--- src/rtl/spi_flash_sr_locker.sv ---
// spi_flash_sr_locker
//   Write-protects the bootloader region of the SPI NOR flash. A one-cycle
//   `go` pulse starts the sequence WREN (06h), WRSR (01h + LOCK_DATA), then
//   RDSR (05h) polling until WIP clears. `rdy` is high when the block is idle
//   or finished. `err` flags a poll timeout and stays set until the next
//   accepted `go`.
//
// Ports:
//   clk       in   system clock (12 MHz HFOSC)
//   rst_n     in   async active-low reset
//   go        in   start pulse, accepted in IDLE/DONE/ERR only
//   rdy       out  idle/finished
//   err       out  RDSR poll timeout, sticky
//   spi_mosi  out  flash DI
//   spi_miso  in   flash DO
//   spi_clk   out  SCK, mode 0
//   spi_cs_n  out  flash chip select, active low
module spi_flash_sr_locker #(
    parameter logic [7:0] LOCK_DATA = 8'h1c,
    parameter int         CLK_DIV   = 2,     // clk cycles per SCK half-period (1..15)
    parameter int         CS_GAP    = 4,     // cs_n high cycles between frames (>=2)
    parameter int         POLL_MAX  = 1023   // RDSR polls before timeout (1..65535)
) (
    input  logic clk,
    input  logic rst_n,
    input  logic go,
    output logic rdy,
    output logic err,
    output logic spi_mosi,
    input  logic spi_miso,
    output logic spi_clk,
    output logic spi_cs_n
);

    localparam logic [7:0]    CMD_WREN = 8'h06;
    localparam logic [7:0]    CMD_WRSR = 8'h01;
    localparam logic [7:0]    CMD_RDSR = 8'h05;
    localparam int            GW       = $clog2(CS_GAP + 1);
    localparam logic [3:0]    DIV_LAST = 4'(CLK_DIV - 1);
    localparam logic [GW-1:0] GAP_LAST = GW'(CS_GAP - 1);
    localparam logic [15:0]   PMAX     = 16'(POLL_MAX);

    typedef enum logic [2:0] {
        S_IDLE, S_WREN, S_GAP1, S_WRSR, S_GAP2, S_POLL, S_DONE, S_ERR
    } state_t;

    // Phases within one CS-low frame. SETUP is one SCK half-period of low
    // time after cs_n falls. HOLD is the half-period after the last falling
    // edge, before cs_n rises.
    typedef enum logic [1:0] {
        PH_SETUP, PH_LOW, PH_HIGH, PH_HOLD
    } phase_t;

    state_t        state_q, state_d;
    phase_t        phase_q, phase_d;
    logic [3:0]    div_q, div_d;
    logic [2:0]    bit_q, bit_d;
    logic          byte_q, byte_d;      // 1 = second byte of a two-byte frame
    logic [7:0]    sh_q, sh_d;          // tx shift register; [7] is on MOSI
    logic [7:0]    rx_q, rx_d;
    logic [GW-1:0] gap_q, gap_d;
    logic [15:0]   poll_q, poll_d;
    logic          cs_n_q, cs_n_d;
    logic          sck_q, sck_d;
    logic          mosi_q, mosi_d;
    logic          rdy_q, rdy_d;
    logic          err_q, err_d;

    logic          start;               // open a new frame this cycle
    logic [7:0]    start_cmd;
    logic [7:0]    second;
    logic          last_bit;
    logic          div_last;

    assign div_last = (div_q == DIV_LAST);
    assign last_bit = (bit_q == 3'd7) && ((state_q == S_WREN) || byte_q);
    // During RDSR the second byte is a read byte, so MOSI is held at 0.
    assign second   = (state_q == S_WRSR) ? LOCK_DATA : 8'h00;

    always_comb begin
        state_d   = state_q;
        phase_d   = phase_q;
        div_d     = div_q;
        bit_d     = bit_q;
        byte_d    = byte_q;
        sh_d      = sh_q;
        rx_d      = rx_q;
        gap_d     = gap_q;
        poll_d    = poll_q;
        cs_n_d    = cs_n_q;
        sck_d     = sck_q;
        mosi_d    = mosi_q;
        rdy_d     = rdy_q;
        err_d     = err_q;
        start     = 1'b0;
        start_cmd = CMD_WREN;

        unique case (state_q)
            S_IDLE, S_DONE, S_ERR: begin
                if (go) begin
                    state_d   = S_WREN;
                    start     = 1'b1;
                    start_cmd = CMD_WREN;
                    rdy_d     = 1'b0;
                    err_d     = 1'b0;
                    poll_d    = '0;
                end
            end
            S_GAP1: begin
                gap_d = gap_q + 1'b1;
                if (gap_q == GAP_LAST) begin
                    state_d   = S_WRSR;
                    start     = 1'b1;
                    start_cmd = CMD_WRSR;
                end
            end
            S_GAP2: begin
                gap_d = gap_q + 1'b1;
                if (gap_q == GAP_LAST) begin
                    state_d   = S_POLL;
                    start     = 1'b1;
                    start_cmd = CMD_RDSR;
                    poll_d    = poll_q + 16'd1;
                end
            end
            S_WREN, S_WRSR, S_POLL: begin
                div_d = div_q + 4'd1;
                if (div_last) begin
                    div_d = '0;
                    unique case (phase_q)
                        PH_SETUP: phase_d = PH_LOW;
                        PH_LOW: begin
                            // SCK rises on this edge, so MISO is sampled here.
                            phase_d = PH_HIGH;
                            sck_d   = 1'b1;
                            rx_d    = {rx_q[6:0], spi_miso};
                        end
                        PH_HIGH: begin
                            sck_d = 1'b0;
                            bit_d = bit_q + 3'd1;
                            if (last_bit) begin
                                phase_d = PH_HOLD;
                                mosi_d  = 1'b0;
                            end else begin
                                phase_d = PH_LOW;
                                if (bit_q == 3'd7) begin
                                    byte_d = 1'b1;
                                    sh_d   = second;
                                    mosi_d = second[7];
                                end else begin
                                    sh_d   = {sh_q[6:0], 1'b0};
                                    mosi_d = sh_q[6];
                                end
                            end
                        end
                        PH_HOLD: begin
                            cs_n_d = 1'b1;
                            gap_d  = '0;
                            if (state_q == S_WREN) begin
                                state_d = S_GAP1;
                            end else if (state_q == S_WRSR) begin
                                state_d = S_GAP2;
                            end else if (!rx_q[0]) begin
                                state_d = S_DONE;
                                rdy_d   = 1'b1;
                            end else if (poll_q == PMAX) begin
                                // poll_q counts polls already issued, so the
                                // limit is checked before any further increment.
                                state_d = S_ERR;
                                rdy_d   = 1'b1;
                                err_d   = 1'b1;
                            end else begin
                                state_d = S_GAP2;
                            end
                        end
                        default: phase_d = PH_SETUP;
                    endcase
                end
            end
            default: state_d = S_IDLE;
        endcase

        if (start) begin
            cs_n_d  = 1'b0;
            sck_d   = 1'b0;
            sh_d    = start_cmd;
            mosi_d  = start_cmd[7];
            phase_d = PH_SETUP;
            div_d   = '0;
            bit_d   = '0;
            byte_d  = 1'b0;
        end
    end

    always_ff @(posedge clk or negedge rst_n) begin
        if (!rst_n) begin
            state_q <= S_IDLE;
            phase_q <= PH_SETUP;
            div_q   <= '0;
            bit_q   <= '0;
            byte_q  <= 1'b0;
            sh_q    <= '0;
            rx_q    <= '0;
            gap_q   <= '0;
            poll_q  <= '0;
            cs_n_q  <= 1'b1;
            sck_q   <= 1'b0;
            mosi_q  <= 1'b0;
            rdy_q   <= 1'b1;
            err_q   <= 1'b0;
        end else begin
            state_q <= state_d;
            phase_q <= phase_d;
            div_q   <= div_d;
            bit_q   <= bit_d;
            byte_q  <= byte_d;
            sh_q    <= sh_d;
            rx_q    <= rx_d;
            gap_q   <= gap_d;
            poll_q  <= poll_d;
            cs_n_q  <= cs_n_d;
            sck_q   <= sck_d;
            mosi_q  <= mosi_d;
            rdy_q   <= rdy_d;
            err_q   <= err_d;
        end
    end

    assign rdy      = rdy_q;
    assign err      = err_q;
    assign spi_mosi = mosi_q;
    assign spi_clk  = sck_q;
    assign spi_cs_n = cs_n_q;

endmodule

--- config.mk ---
export PLATFORM = sky130hd
export DESIGN_NAME = spi_flash_sr_locker
export DESIGN_NICKNAME = d
export VERILOG_FILES = /design/src/rtl/spi_flash_sr_locker.sv
export SDC_FILE = /design/constraint.sdc
export NUM_CORES = 1
export LEC_CHECK = 0
export BUFFER_PORTS_ARGS = -buffer_cell sky130_fd_sc_hd__buf_4
export CORE_UTILIZATION = 55
export CTS_CLUSTER_DIAMETER = 30
export DETAILED_ROUTE_END_ITERATION = 8
export PLACE_DENSITY = 0.68
export SLEW_MARGIN = 0
export SYNTH_ARGS = -nofsm -noshare
export SYNTH_HDL_FRONTEND = slang
export SYNTH_SLANG_ARGS = --single-unit
--- constraint.sdc ---
create_clock -name clk -period 3.92 [get_ports clk]
set_input_delay 0.196 -clock clk [delete_from_list [all_inputs] [get_ports clk]]
set_output_delay 0.196 -clock clk [all_outputs]
set_load 0.01 [all_outputs]
==> run metrics <==
status finished, final reports clean; first-pass GRT wire length approximately 8400 microns; GR Util met2 34.30%; Synth Instances about 250; Final Util around three fifths; clock buffer depth 2; setup slack, reg-to-reg about 1.3 ns; multi-input logic area 0.001272 sq mm; Switching Power 0.5734 mW; most used routing layer in global routing met2; 1st-iter DRT viols 110; GR Layer Usage met3 4.360%; Setup Fix Bufs, Post-CTS 0; Die ar. approximately 0.0048 sq mm; Slew @ Worst Pin approximately 0.80 ns; post-DP HPWL 3071 microns; die width 69.34 microns; Final Hold Fails 0; CP Class reg -> reg; initial antenna violation count 0; sequential element share of the synthesized area 45.26%; critical path startpoint category flip-flop; final setup vio count 0; Design Power between 1.5 and 2 mW; TNS Setup 0 ns; 1st-pass router iterations 4; critical path endpoint category flip-flop; post-DR vias/cell roughly 6; CORE AREA between 0.004 and 0.005 sq mm; Logic pwr share 32.5%; Tmin final 2.621 ns; Sw Share 37.18%; H-tree depth 2; Mean Syn Cell Area 9.935 sq um; RSZ-0062 raised after global routing no; number of max-cap violations 0; CP startpoint state_q[1]; Seq cells post-synth 45; GRT Total Usage between 20% and 30%; FF-to-FF path depth 4; CTS root buf clkbuf_8; sequential share of power 48.9%; Std-Cell Rows 24; Post-synth ARST share between 90% and 100%; TritonCTS Buffers 5; clock network power share between 10% and 20%; number of synthesized flops with an enable pin 0; Pint 0.9688 mW; Seq. cell area 0.001129 sq mm; n_diodes 0; I/O Pins 9; clk sinks 45; Final Cycle Share 66.87%; predominant post-synthesis flop cell dfrtp_1; final setup skew 0.009792 ns; RR Startpoint state_q[1]; CTS tree built; number of global-route vias before repair 1,756; IO Port Bufs 8; hold depth 2; Power Dens Cells 578.7 mW/mm^2; Detail Route Antenna Nets 0; Clk Latency, worst-skew pair around 0.3 ns; Post-Syn Area 0.002494 sq mm; Slew Limit Fails 0; Starting Density 57.27%; worst hold start spi_miso; Slew Limit Headroom 46.62%; Layout area overhead 6.874%; synthesized net count 266; Clock Pin Slew Worst Setup and Hold Paths 0.09 ns; Leakage 1.228 nW; met1 Use GR 30.39%; fillers 369; fmax 381.5 MHz; Final nets 271; required time of the worst setup path 4.11 ns; Yosys cell types 58; grt total ovfl 0; average wire per standard cell roughly 15 microns; critical path arrival about 2.8 ns; DR DRC count 0; final wirelength between 4000 and 5000 microns; Max FO, Critical Path 25; Hold EP rx_q[0]; DIE HEIGHT just under 70 microns; YS warnings 0; DR vias roughly 1,800; largest net degree at the start of global routing 46; r2r endpoint sh_q[4]; share of layout cells above drive strength 1 between 10% and 20%; routability cong. 0.7593; worst IR drop on VDD between 0.0004 and 0.0005 V; worst hold path class in -> reg
## routing by layer
layer | wire [microns] | part of all wire [%]
met1 | 2296 | 49
met2 | 2204 | 47
met3 | 96 | 2.1
met4 | 61 | 1.3
met5 | 0 | 0
## worst max path at each step
stage / to / slack (ns)
after floorplan: sh_q[2] / 1.80
after global placement: sh_q[4] / 1.37
after detailed placement: sh_q[4] / 1.32
after CTS: sh_q[4] / 1.31
after global routing: sh_q[4] / 1.14
final: sh_q[4] / 1.30
## synth_stat cells, types with 2 or more instances
cell type | count | area, sq um
a21o_1 | 2 | 15.01
nor2b_1 | 2 | 12.51
a21bo_2 | 2 | 20.02
inv_1 | 9 | 33.78
dfrtp_1 | 43 | 1076
o22ai_1 | 2 | 12.51
clkbuf_1 | 5 | 18.77
or3_1 | 6 | 37.54
o211a_1 | 2 | 20.02
o31ai_1 | 9 | 67.56
o21ai_0 | 14 | 70.07
and4_1 | 2 | 17.52
a211oi_1 | 2 | 15.01
a21oi_1 | 19 | 95.09
a22o_1 | 2 | 17.52
nand2_1 | 21 | 78.83
mux2i_1 | 3 | 30.03
dfstp_2 | 2 | 52.55
nor2_1 | 16 | 60.06
and3_1 | 5 | 31.28
or4_1 | 5 | 37.54
xor2_1 | 5 | 43.79
nand3_1 | 5 | 25.02
buf_2 | 5 | 25.02
nand3b_1 | 2 | 15.01
nand4_1 | 4 | 25.02
nor3b_1 | 2 | 15.01
ha_1 | 11 | 137.6
mux2_2 | 6 | 67.56
nand2b_1 | 4 | 25.02
nor3_1 | 6 | 30.03
and2_1 | 2 | 12.51
## sequential cells by signal, indices dropped and copies added, names as in the netlist
register  flops
bit_q         3
byte_q        1
div_q         4
err           1
gap_q         3
phase_q       2
poll_q       16
rdy           1
rx_q          1
sh_q          7
spi_clk       1
spi_cs_n      1
spi_mosi      1
state_q       3
## per-stage QoR
| step | instances | worst slack, ns | area, sq um | hold WS [ns] |
|---|---|---|---|---|
| floorplan | 251 | 1.796 | 2494 | -0.09959 |
| global placement | 300 | 1.368 | 2567 | 0.2333 |
| detailed placement | 300 | 1.323 | 2567 | 0.2367 |
| CTS | 309 | 1.309 | 2665 | 0.1232 |
| global route | 309 | 1.141 | 2665 | 0.1236 |
| finish | 309 | 1.299 | 2665 | 0.1320 |
## cell usage in the layout, fill, tap and decap left out, types with 3 or more instances in the layout
cell type,netlist,final
mux2_2,6,6
and3_1,5,5
dfrtp_1,43,43
nand2_1,21,21
mux2i_1,3,3
nand2b_1,4,4
xor2_1,5,5
or4_1,5,5
inv_1,9,9
nand4_1,4,4
nor3_1,6,6
clkbuf_8,0,5
o31ai_1,9,9
o21ai_0,14,14
buf_4,0,9
or3_1,6,6
ha_1,11,11
nand3_1,5,5
nor2_1,16,16
a21oi_1,19,19
## power groups by stage
| stage | Sequential, mW | Clock [mW] | Combinational, mW |
|---|---|---|---|
| finish | 0.754 | 0.287 | 0.501 |
| global placement | 0.756 | 0 | 0.490 |
| global route | 0.780 | 0.317 | 0.579 |
| detailed placement | 0.761 | 0 | 0.503 |
| CTS | 0.752 | 0.298 | 0.505 |
| floorplan | 0.694 | 0 | 0.439 |
## area by class of cell
| class | instances | share of cell area, % |
|---|---|---|
| multi-input cells | 185 | 47.75 |
| clock buffers | 6 | 2.723 |
| repair buffers | 10 | 2.911 |
| well taps | 52 | 2.441 |
| clock inverters | 2 | 0.5634 |
| inverters | 9 | 1.268 |
| flip-flops and latches | 45 | 42.35 |
## timing repair
action,CTS,global route
gates resized for setup,0,0
hold endpoints to repair,43,0
hold buffers,1,0
## critical path, stage by stage, from the launching register on
cell and delay [ns]:
dfrtp_1 0.87, mux2_2 0.41, a211o_1 0.53, a21oi_4 0.33, mux2_2 0.37
## kinds of logic (layout without fill, tap and decap cells)
logic type	count (synthesis)	in the layout	share of synthesized area, %
XOR/XNOR	6	6	2.107
AND/OR/NAND/NOR	90	90	20.52
adder cells (fa/ha/maj)	11	11	5.519
buffers and inverters	21	27	3.713
multiplexers	9	9	3.914
flip-flops	45	45	45.26
AO/OA/AOI/OAI	69	69	18.97
Power figures use the tool's default switching activity.
